### config.mk
export PLATFORM = sky130hd
export DESIGN_NAME = seq_control_unit
export DESIGN_NICKNAME = d
export VERILOG_FILES = /design/src/rtl/edulent_pkg.sv /design/src/rtl/seq_control_unit_decoder.sv /design/src/rtl/seq_control_unit.sv
export SDC_FILE = /design/constraint.sdc
export NUM_CORES = 1
export LEC_CHECK = 0
export ABC_AREA = 1
export ABC_CLOCK_PERIOD_IN_PS = 2200
export BUFFER_PORTS_ARGS = -buffer_cell sky130_fd_sc_hd__buf_4
export CORE_ASPECT_RATIO = 1.5
export CORE_MARGIN = 2
export CORE_UTILIZATION = 50
export DETAILED_ROUTE_END_ITERATION = 10
export PLACE_DENSITY = 0.74
export SETUP_SLACK_MARGIN = 0.15
export SYNTH_ARGS = -nofsm -noshare
export SYNTH_HDL_FRONTEND = slang
export SYNTH_SLANG_ARGS = --single-unit
### constraint.sdc
create_clock -name i_clk -period 2.2 [get_ports i_clk]
set_clock_uncertainty 0.2 [all_clocks]
set_input_delay 0.44 -clock i_clk [delete_from_list [all_inputs] [get_ports i_clk]]
set_output_delay 0.44 -clock i_clk [all_outputs]
set_load 0.02 [all_outputs]
### src/rtl/edulent_pkg.sv
// Shared types for the Edulent sequencer: FSM states, opcode constants and
// the opcode classes produced by the decoder.
package edulent_pkg;

  typedef enum logic [4:0] {
    S_RESET, S_FETCH_MA, S_FETCH_RD, S_IR_LD, S_DECODE,
    S_OPND_MA, S_OPND_RD, S_MA_MD, S_MA_AP, S_MA_SP, S_SP_DEC,
    S_DATA_RD, S_MD_A, S_MD_AP, S_DATA_WR, S_WB_A, S_WB_AP,
    S_HALTED, S_TRAP, S_BUS_ERR
  } state_t;

  localparam logic [7:0] OPC_LD_A_DIR  = 8'h11;
  localparam logic [7:0] OPC_LD_AP_DIR = 8'h13;
  localparam logic [7:0] OPC_LD_A_IND  = 8'h14;
  localparam logic [7:0] OPC_LD_A_IMM  = 8'h19;
  localparam logic [7:0] OPC_LD_AP_IMM = 8'h1B;
  localparam logic [7:0] OPC_POP_A     = 8'h1C;
  localparam logic [7:0] OPC_POP_AP    = 8'h1E;
  localparam logic [7:0] OPC_ST_A_DIR  = 8'h21;
  localparam logic [7:0] OPC_ST_AP_DIR = 8'h23;
  localparam logic [7:0] OPC_PUSH_A    = 8'h2C;
  localparam logic [7:0] OPC_PUSH_AP   = 8'h2E;

  typedef enum logic [2:0] {
    CLS_IMM, CLS_DIR_LD, CLS_DIR_ST, CLS_IND, CLS_POP, CLS_PUSH, CLS_HALT, CLS_ILL
  } opc_class_t;

  typedef enum logic {TGT_A, TGT_AP} tgt_t;

endpackage

### src/rtl/seq_control_unit_decoder.sv
// Combinational opcode classifier: instruction class plus target register.
module opcode_decoder
  import edulent_pkg::*;
#(
  parameter int         OPC_W    = 8,
  parameter logic [7:0] HALT_OPC = 8'hFF
) (
  input  logic [OPC_W-1:0] opcode,
  output opc_class_t       cls,
  output tgt_t             tgt
);

  localparam int CW = (OPC_W > 8) ? OPC_W : 8;

  logic [CW-1:0] op;
  assign op = CW'(opcode);

  always_comb begin
    cls = CLS_ILL;
    tgt = TGT_A;
    // HALT wins so a HALT_OPC that collides with a real opcode still halts
    if (op == CW'(HALT_OPC)) begin
      cls = CLS_HALT;
    end else begin
      case (op)
        CW'(OPC_LD_A_IMM):  cls = CLS_IMM;
        CW'(OPC_LD_AP_IMM): begin cls = CLS_IMM;    tgt = TGT_AP; end
        CW'(OPC_LD_A_DIR):  cls = CLS_DIR_LD;
        CW'(OPC_LD_AP_DIR): begin cls = CLS_DIR_LD; tgt = TGT_AP; end
        CW'(OPC_ST_A_DIR):  cls = CLS_DIR_ST;
        CW'(OPC_ST_AP_DIR): begin cls = CLS_DIR_ST; tgt = TGT_AP; end
        CW'(OPC_LD_A_IND):  cls = CLS_IND;
        CW'(OPC_POP_A):     cls = CLS_POP;
        CW'(OPC_POP_AP):    begin cls = CLS_POP;    tgt = TGT_AP; end
        CW'(OPC_PUSH_A):    cls = CLS_PUSH;
        CW'(OPC_PUSH_AP):   begin cls = CLS_PUSH;   tgt = TGT_AP; end
        default:            cls = CLS_ILL;
      endcase
    end
  end

endmodule

### src/rtl/seq_control_unit.sv
// Edulent instruction sequencer: fetch/decode/execute FSM with memory wait
// states, optional bus timeout, HALT and illegal-opcode trap.
module seq_control_unit
  import edulent_pkg::*;
#(
  parameter int         OPC_W           = 8,
  parameter int         WAIT_TIMEOUT    = 0,
  parameter bit         TRAP_ON_ILLEGAL = 1'b1,
  parameter logic [7:0] HALT_OPC        = 8'hFF
) (
  input  logic             i_clk,
  input  logic             i_rstn,
  input  logic [OPC_W-1:0] i_opcode,
  input  logic             i_mem_ready,
  output logic             o_ma_pc,
  output logic             o_ma_md,
  output logic             o_ma_ap,
  output logic             o_ma_sp,
  output logic             o_mem_rd,
  output logic             o_mem_wr,
  output logic             o_pc_inc,
  output logic             o_sp_inc,
  output logic             o_sp_dec,
  output logic             o_ir_ld,
  output logic             o_a_ld,
  output logic             o_ap_ld,
  output logic             o_md_from_a,
  output logic             o_md_from_ap,
  output logic             o_next_instr,
  output logic             o_halted,
  output logic             o_illegal,
  output logic             o_bus_err
);

  localparam int             WCW    = (WAIT_TIMEOUT > 0) ? $clog2(WAIT_TIMEOUT + 1) : 1;
  localparam logic [WCW-1:0] WC_MAX = '1;
  localparam logic [WCW-1:0] WC_TMO = WCW'(WAIT_TIMEOUT);

  state_t         state;
  opc_class_t     cls_q, dec_cls;
  tgt_t           tgt_q, dec_tgt;
  logic [WCW-1:0] wait_cnt, wait_inc;
  logic           halt_seen, req_st, tmo_hit;

  opcode_decoder #(.OPC_W(OPC_W), .HALT_OPC(HALT_OPC)) u_dec (
    .opcode (i_opcode),
    .cls    (dec_cls),
    .tgt    (dec_tgt)
  );

  assign req_st   = state inside {S_FETCH_RD, S_OPND_RD, S_DATA_RD, S_DATA_WR};
  assign wait_inc = (wait_cnt == WC_MAX) ? wait_cnt : wait_cnt + 1'b1;
  assign tmo_hit  = (WAIT_TIMEOUT > 0) && req_st && !i_mem_ready && (wait_inc == WC_TMO);

  always_ff @(posedge i_clk or negedge i_rstn) begin
    if (!i_rstn) begin
      state     <= S_RESET;
      cls_q     <= CLS_ILL;
      tgt_q     <= TGT_A;
      wait_cnt  <= '0;
      halt_seen <= 1'b0;
    end else begin
      wait_cnt  <= (req_st && !i_mem_ready && !tmo_hit) ? wait_inc : '0;
      halt_seen <= (state == S_HALTED);
      case (state)
        S_RESET:    state <= S_FETCH_MA;
        S_FETCH_MA: state <= S_FETCH_RD;
        S_FETCH_RD: if (tmo_hit) state <= S_BUS_ERR;
                    else if (i_mem_ready) state <= S_IR_LD;
        S_IR_LD:    state <= S_DECODE;
        S_DECODE: begin
          // later states branch on this registered copy, never on i_opcode
          cls_q <= dec_cls;
          tgt_q <= dec_tgt;
          case (dec_cls)
            CLS_IMM, CLS_DIR_LD, CLS_DIR_ST: state <= S_OPND_MA;
            CLS_IND:  state <= S_MA_AP;
            CLS_POP:  state <= S_MA_SP;
            CLS_PUSH: state <= S_SP_DEC;
            CLS_HALT: state <= S_HALTED;
            default:  state <= TRAP_ON_ILLEGAL ? S_TRAP : S_FETCH_MA;
          endcase
        end
        S_OPND_MA:  state <= S_OPND_RD;
        S_OPND_RD:  if (tmo_hit) state <= S_BUS_ERR;
                    else if (i_mem_ready)
                      state <= (cls_q != CLS_IMM) ? S_MA_MD :
                               (tgt_q == TGT_AP) ? S_WB_AP : S_WB_A;
        S_MA_MD:    state <= (cls_q == CLS_DIR_LD) ? S_DATA_RD :
                             (tgt_q == TGT_AP) ? S_MD_AP : S_MD_A;
        S_MA_AP:    state <= S_DATA_RD;
        S_SP_DEC:   state <= S_MA_SP;
        S_MA_SP:    state <= (cls_q == CLS_POP) ? S_DATA_RD :
                             (tgt_q == TGT_AP) ? S_MD_AP : S_MD_A;
        S_MD_A, S_MD_AP: state <= S_DATA_WR;
        S_DATA_RD:  if (tmo_hit) state <= S_BUS_ERR;
                    else if (i_mem_ready) state <= (tgt_q == TGT_AP) ? S_WB_AP : S_WB_A;
        S_DATA_WR:  if (tmo_hit) state <= S_BUS_ERR;
                    else if (i_mem_ready) state <= S_FETCH_MA;
        S_WB_A, S_WB_AP: state <= S_FETCH_MA;
        S_HALTED, S_TRAP, S_BUS_ERR: state <= state;
        default:    state <= S_RESET;
      endcase
    end
  end

  // Moore decode; only the pointer steps and the store-completion pulse look at ready
  always_comb begin
    {o_ma_pc, o_ma_md, o_ma_ap, o_ma_sp}   = '0;
    {o_mem_rd, o_mem_wr}                   = '0;
    {o_pc_inc, o_sp_inc, o_sp_dec}         = '0;
    {o_ir_ld, o_a_ld, o_ap_ld}             = '0;
    {o_md_from_a, o_md_from_ap}            = '0;
    {o_next_instr, o_halted, o_illegal, o_bus_err} = '0;
    case (state)
      S_FETCH_MA, S_OPND_MA: o_ma_pc = 1'b1;
      S_FETCH_RD, S_OPND_RD: begin o_mem_rd = 1'b1; o_pc_inc = i_mem_ready; end
      S_IR_LD:   o_ir_ld = 1'b1;
      S_DECODE:  o_next_instr = !TRAP_ON_ILLEGAL && (dec_cls == CLS_ILL);
      S_MA_MD:   o_ma_md = 1'b1;
      S_MA_AP:   o_ma_ap = 1'b1;
      S_MA_SP:   o_ma_sp = 1'b1;
      S_SP_DEC:  o_sp_dec = 1'b1;
      S_DATA_RD: begin o_mem_rd = 1'b1; o_sp_inc = i_mem_ready && (cls_q == CLS_POP); end
      S_MD_A:    o_md_from_a = 1'b1;
      S_MD_AP:   o_md_from_ap = 1'b1;
      S_DATA_WR: begin o_mem_wr = 1'b1; o_next_instr = i_mem_ready; end
      S_WB_A:    begin o_a_ld = 1'b1; o_next_instr = 1'b1; end
      S_WB_AP:   begin o_ap_ld = 1'b1; o_next_instr = 1'b1; end
      S_HALTED:  begin o_halted = 1'b1; o_next_instr = !halt_seen; end
      S_TRAP:    o_illegal = 1'b1;
      S_BUS_ERR: o_bus_err = 1'b1;
      default: ;
    endcase
  end

endmodule

# Word level (Yosys, flattened, before mapping)
# Cells that the tools add are included.
[word_totals]
ff_bits = 10
elab_cells = 101
input_bits = 11
out_inout_bits = 18
[classes]
bitwise = 1
n_mux = 33
eq_ne = 43
reduce_logical = 20
[ops]
columns = ["cell", "n"]
rows = [
  ["5-bit case mux with 15 select lines", 1],
  ["8-bit by 5-bit == test with 1-bit output (second input constant)", 7],
  ["5-bit by 4-bit == test with 1-bit output (second input constant)", 8],
  ["5-bit 2-to-1 mux", 7],
  ["8-bit by 6-bit == test with 1-bit output (second input constant)", 4],
  ["5-bit case mux with 5 select lines", 1],
  ["5-bit by 3-bit == test with 1-bit output (second input constant)", 4],
  ["5-bit == test (second input constant)", 4],
  ["1-bit 2-to-1 mux", 20],
  ["3-bit case mux with 6 select lines", 1],
  ["2-bit OR reduction", 9],
  ["3-bit == test (second input constant)", 4],
  ["3-bit OR reduction", 4],
  ["5-bit by 2-bit == test with 1-bit output (second input constant)", 2],
  ["8-bit == test (second input constant)", 1],
  ["2-bit inequality test (second input constant)", 4],
  ["3-bit by 1-bit == test with 1-bit output (second input constant)", 2],
  ["3-bit by 2-bit == test with 1-bit output (second input constant)", 2],
  ["3-bit 2-to-1 mux", 2],
  ["5-bit by 1-bit == test with 1-bit output (second input constant)", 1],
  ["5-bit logical NOT", 1],
  ["5-bit AND reduction", 1],
  ["5-bit OR reduction", 1],
  ["3-bit logical NOT", 1],
  ["5 further kinds", 5],
]

# Depth between registers and ports, before layout
[logic_depth]
depth_word = 8
depth_mapped = 12
ltp_nobuf = 12

# Modules after synthesis
# A second synthesis with hierarchy kept.
[unflattened]
cells_unflattened = 208
area_unflattened_um2 = 1129.8
[modules_own_cells]
columns = ["mod", "area_each_um2", "seq_area_each_um2", "cells_each", "n_inst"]
rows = [
  ["seq_control_unit", 902.1, 254.0, 161, 1],
  ["opcode_decoder", 227.7, 0.0, 47, 1],
]

# Least setup slack after synthesis
# Ideal clock, no wire load.
[synth_path]
path_type = "register -> output"
from = "register state[4]"
to = "output port o_next_instr"
stages_incl_launch_ff = 6
n_path_buf = 0
setup_slack_ps = -77
required_ps = 1560
arrival_ps = 1637
path_cell_list = "dfrtp_1 inv_1 nand3_1 nor2_1 inv_1 o21ai_0"
[synth_via]
elab_chain_len = 3
elab_cells_between_ends = 6
classes_between = "eq/ne: 4; mux: 1; reduce/logical: 1"
[synth_rtl]
columns = ["item", "line", "source"]
rows = [
  ["from (decl)", "seq_control_unit.sv:39", "state_t state;"],
  ["from (signal assigned)", "seq_control_unit.sv:81", "default: state <= TRAP_ON_ILLEGAL ? S_TRAP : S_FETCH_MA;"],
  ["from (signal assigned)", "seq_control_unit.sv:87", "state <= (cls_q != CLS_IMM) ? S_MA_MD :"],
  ["from (signal assigned)", "seq_control_unit.sv:89", "S_MA_MD: state <= (cls_q == CLS_DIR_LD) ? S_DATA_RD :"],
  ["5-bit == test / 5-bit by 4-bit == test with 1-bit output (equally long branches)", "seq_control_unit.sv:115", "case (state)"],
  ["2-bit OR reduction (no source line)", "--", ""],
  ["1-bit case mux with 3 select lines (*)", "seq_control_unit.sv:115", ""],
  ["to (decl)", "seq_control_unit.sv:29", "output logic o_next_instr,"],
]
# Every way passes the cells marked *; elsewhere a longest branch is shown, timed or not.

# Worst setup path in the final report
[layout_path]
from = "register state[1]"
to = "output port o_pc_inc"
[layout_via]
elab_chain_len = 3
elab_cells_between_ends = 4
classes_between = "eq/ne: 2; mux: 1; reduce/logical: 1"
[layout_rtl]
columns = ["item", "line", "source"]
rows = [
  ["5-bit by 2-bit == test with 1-bit output / 5-bit by 3-bit == test with 1-bit output (equally long branches)", "seq_control_unit.sv:115", ""],
  ["2-bit OR reduction (*)", "--", ""],
  ["1-bit 2-to-1 mux (*)", "seq_control_unit.sv:115", ""],
  ["to (decl)", "seq_control_unit.sv:21", "output logic o_pc_inc,"],
]
# Marked as above.

==> run metrics <==
outcome finished with violations; failing checks setup timing; Post-Syn Instances 191; final setup fails 2; minimum clock period 2220 ps; mapped cell area 1020 um^2; Rows 20; Post-DP HPWL 2.62 mm; DRC Markers 0; slowest CP cell dfrtp_2; GRT Overall Usage 0.309; met1 usage 0.266; CP Capture Type output pin; fin. max-slew vios 0; R2R depth 11; Worst EP required 1560 ps; GRT Max-Usage Layer met2; Final GP Congestion 0.915; drt first pass iters 4; Pwr per Cell Area 1120 nW/um^2; share of layout cells above drive strength 1 0.333; fin crit share 1.01; overall die width 40.8 um; Sink Count 10; Worst VDD drop 0.757 mV; die height 59.2 um; Syn Area/Cell 5.33 um^2; Hold Path Class primary input to register; max_slew headroom 0.798; leakage 0.835 nW; final-layout fill cell count 179; CP peak stage delay 470 ps; area grow syn2layout 48.3%; most numerous cell on the critical path nor2_1; unrepaired setup endpoints after global routing yes; flop-to-flop setup slack 360 ps; met3 Use GR 0.0414; Mapped Nets 202; final hold viol count 0; non-filler cells, final 259; sequential area share after synthesis 0.250; number of global-route vias before repair 1303; Max Fanout on Critical Path 5; path type of the worst setup path register to output pin; distinct cell type count after synthesis 21; Ant. Diodes 0; placed cell areas 1260 um^2; worst hold slack 254 ps; fmax 451 MHz; Initial Util 0.515; Worst-path clk slew 70 ps; CP Buf/Inv Count 4; Worst Slack Setup Final -17.3 ps; #FFs+latches synth 10; met2 usage in global routing 0.592; total CTS buffers 3; design area 1510 um^2; cell total after placement 242; vias after detailed routing 1391; boundary pin count 29; slew of the pin with the lowest slew margin 300 ps; CP Depth 7; CP Launch Type register; Wirelength per Cell 14.4 um; Post-DRT Antenna Nets 0; final WL 3.74 mm; GRT overflow 0; worst path arrival time 1580 ps; IO Port Bufs 28; WHS Path Cells 4; first-pass GRT wire length 5.10 mm; TritonCTS clock tree done; largest net degree at the start of global routing 11; root buf cell clkbuf_4; Design Power 1.69 mW; Ys Warns 0; Core Area 1980 um^2; drt first-iter violations 30; # Max-Cap Violations 0; die area 2420 um^2; later-pin clock latency in the skew report 260 ps; H-tree depth 1; final net count 249; top cell family by delay on the critical path flip-flops; setup TNS -20.6 ps; initial antenna violation count 0; Longest Clk Path Bufs 2; drt via density 5.37; CP cell instances inv_4 > nor2_4 > inv_2 > nor2_1 > inv_1 > nor2_1 > buf_4
-- kinds of logic (layout without fill, tap and decap cells) --
group                  Yosys count  count (layout)  share of synthesized area
AO/OA/AOI/OAI                   18              18                     0.0972
flip-flops                      10              10                      0.250
buffers and inverters           39              85                      0.144
AND/OR/NAND/NOR                124             124                      0.509
-- placed cells by master, fill, tap and decap left out, types with 2 or more instances in the layout --
cell      Yosys  routed
nor2_1       42      34
nand3b_1      2       2
nand3_1      13      11
buf_4         0      38
nand2_4       0       2
buf_6         0       3
dfstp_2       3       3
nand4_1       3       3
nor2_4        1       6
dfrtp_2       0       3
inv_2         1       7
nand2_1      55      51
nor2_2        1       4
clkbuf_4      0       3
nand2_2       1       3
inv_1        38      31
o21ai_0       7       6
nor3_1        5       3
o21ai_1       1       2
a21oi_1       6       6
dfrtp_1       7       4
nor3_2        0       2
-- Yosys cell counts --
cell / n / share of area
a21oi_1: 6 / 0.030
a31oi_1: 1 / 0.0062
dfrtp_1: 7 / 0.17
dfstp_2: 3 / 0.077
inv_1: 38 / 0.14
inv_2: 1 / 0.0037
nand2_1: 55 / 0.20
nand2_2: 1 / 0.0062
nand3_1: 13 / 0.064
nand3b_1: 2 / 0.015
nand4_1: 3 / 0.018
nor2_1: 42 / 0.15
nor2_2: 1 / 0.0062
nor2_4: 1 / 0.011
nor3_1: 5 / 0.025
nor4_1: 1 / 0.0062
o21ai_0: 7 / 0.034
o21ai_1: 1 / 0.0049
o21ai_2: 1 / 0.0086
o22ai_1: 1 / 0.0062
o31ai_1: 1 / 0.0074
-- layer usage --
| layer | routed length [um] | share of wire |
|---|---|---|
| met1 | 1320 | 0.35 |
| met3 | 135 | 0.036 |
| met4 | 199 | 0.053 |
| met2 | 2080 | 0.56 |
| met5 | 0 | 0 |
-- layout make-up --
cell class	count	area (um^2)	share of cell area
clock buffers	4	36.3	0.0240
inverters	39	149	0.0987
multi-input cells	142	709	0.470
flip-flops and latches	10	258	0.171
well taps	22	27.5	0.0182
repair buffers	42	329	0.218
-- metrics by stage --
stage / worst slack, ps / utilization
after floorplan: 178 / -
after global placement: 183 / 0.640
after detailed placement: 211 / 0.640
after CTS: 99.0 / 0.716
after global routing: -144 / 0.763
final: -17.3 / 0.763
-- worst reg2reg max path, cell delays in order (launching register included) --
cell	delay (ps)
dfrtp_2	470
inv_4	70
nor2_4	140
inv_2	90
nor2_1	190
inv_1	90
nand2_1	90
o21ai_1	90
nand2_2	100
inv_2	70
nand2_1	80
o21ai_2	50
-- repair_timing --
action                                  4_1_cts  5_1_grt
hold buffers                                  1        0
endpoints found under the setup margin        9       10
hold endpoints to repair                     10        0
pin swaps                                     3        5
buffers inserted                              8        4
resized for setup                            18       19
-- sequential cells by signal, indices dropped and copies added (netlist names) --
signal	flops
cls_q	3
halt_seen	1
state	5
tgt_q	1
-- power breakdown --
part	switching [mW]	internal (mW)	total [mW]	leakage, nW
Combinational	0.719	0.406	1.13	0.695
Sequential	0.113	0.280	0.393	0.120
Clock	0.0673	0.100	0.168	0.0210
Total	0.900	0.787	1.69	0.835
-- path summary, 6_finish.rpt --
| kind | startpoint | endpoint |
|---|---|---|
| setup / recovery | state[1] | o_pc_inc |
| hold / removal | i_mem_ready | state[2] |
| setup reg to reg | state[1] | state[3] |
| hold reg to reg | cls_q[1] | cls_q[1] |
| max in group asynchronous | i_rstn | cls_q[0] |
| min in group asynchronous | i_rstn | tgt_q |
No activity file was read; power rests on OpenSTA's default activity.
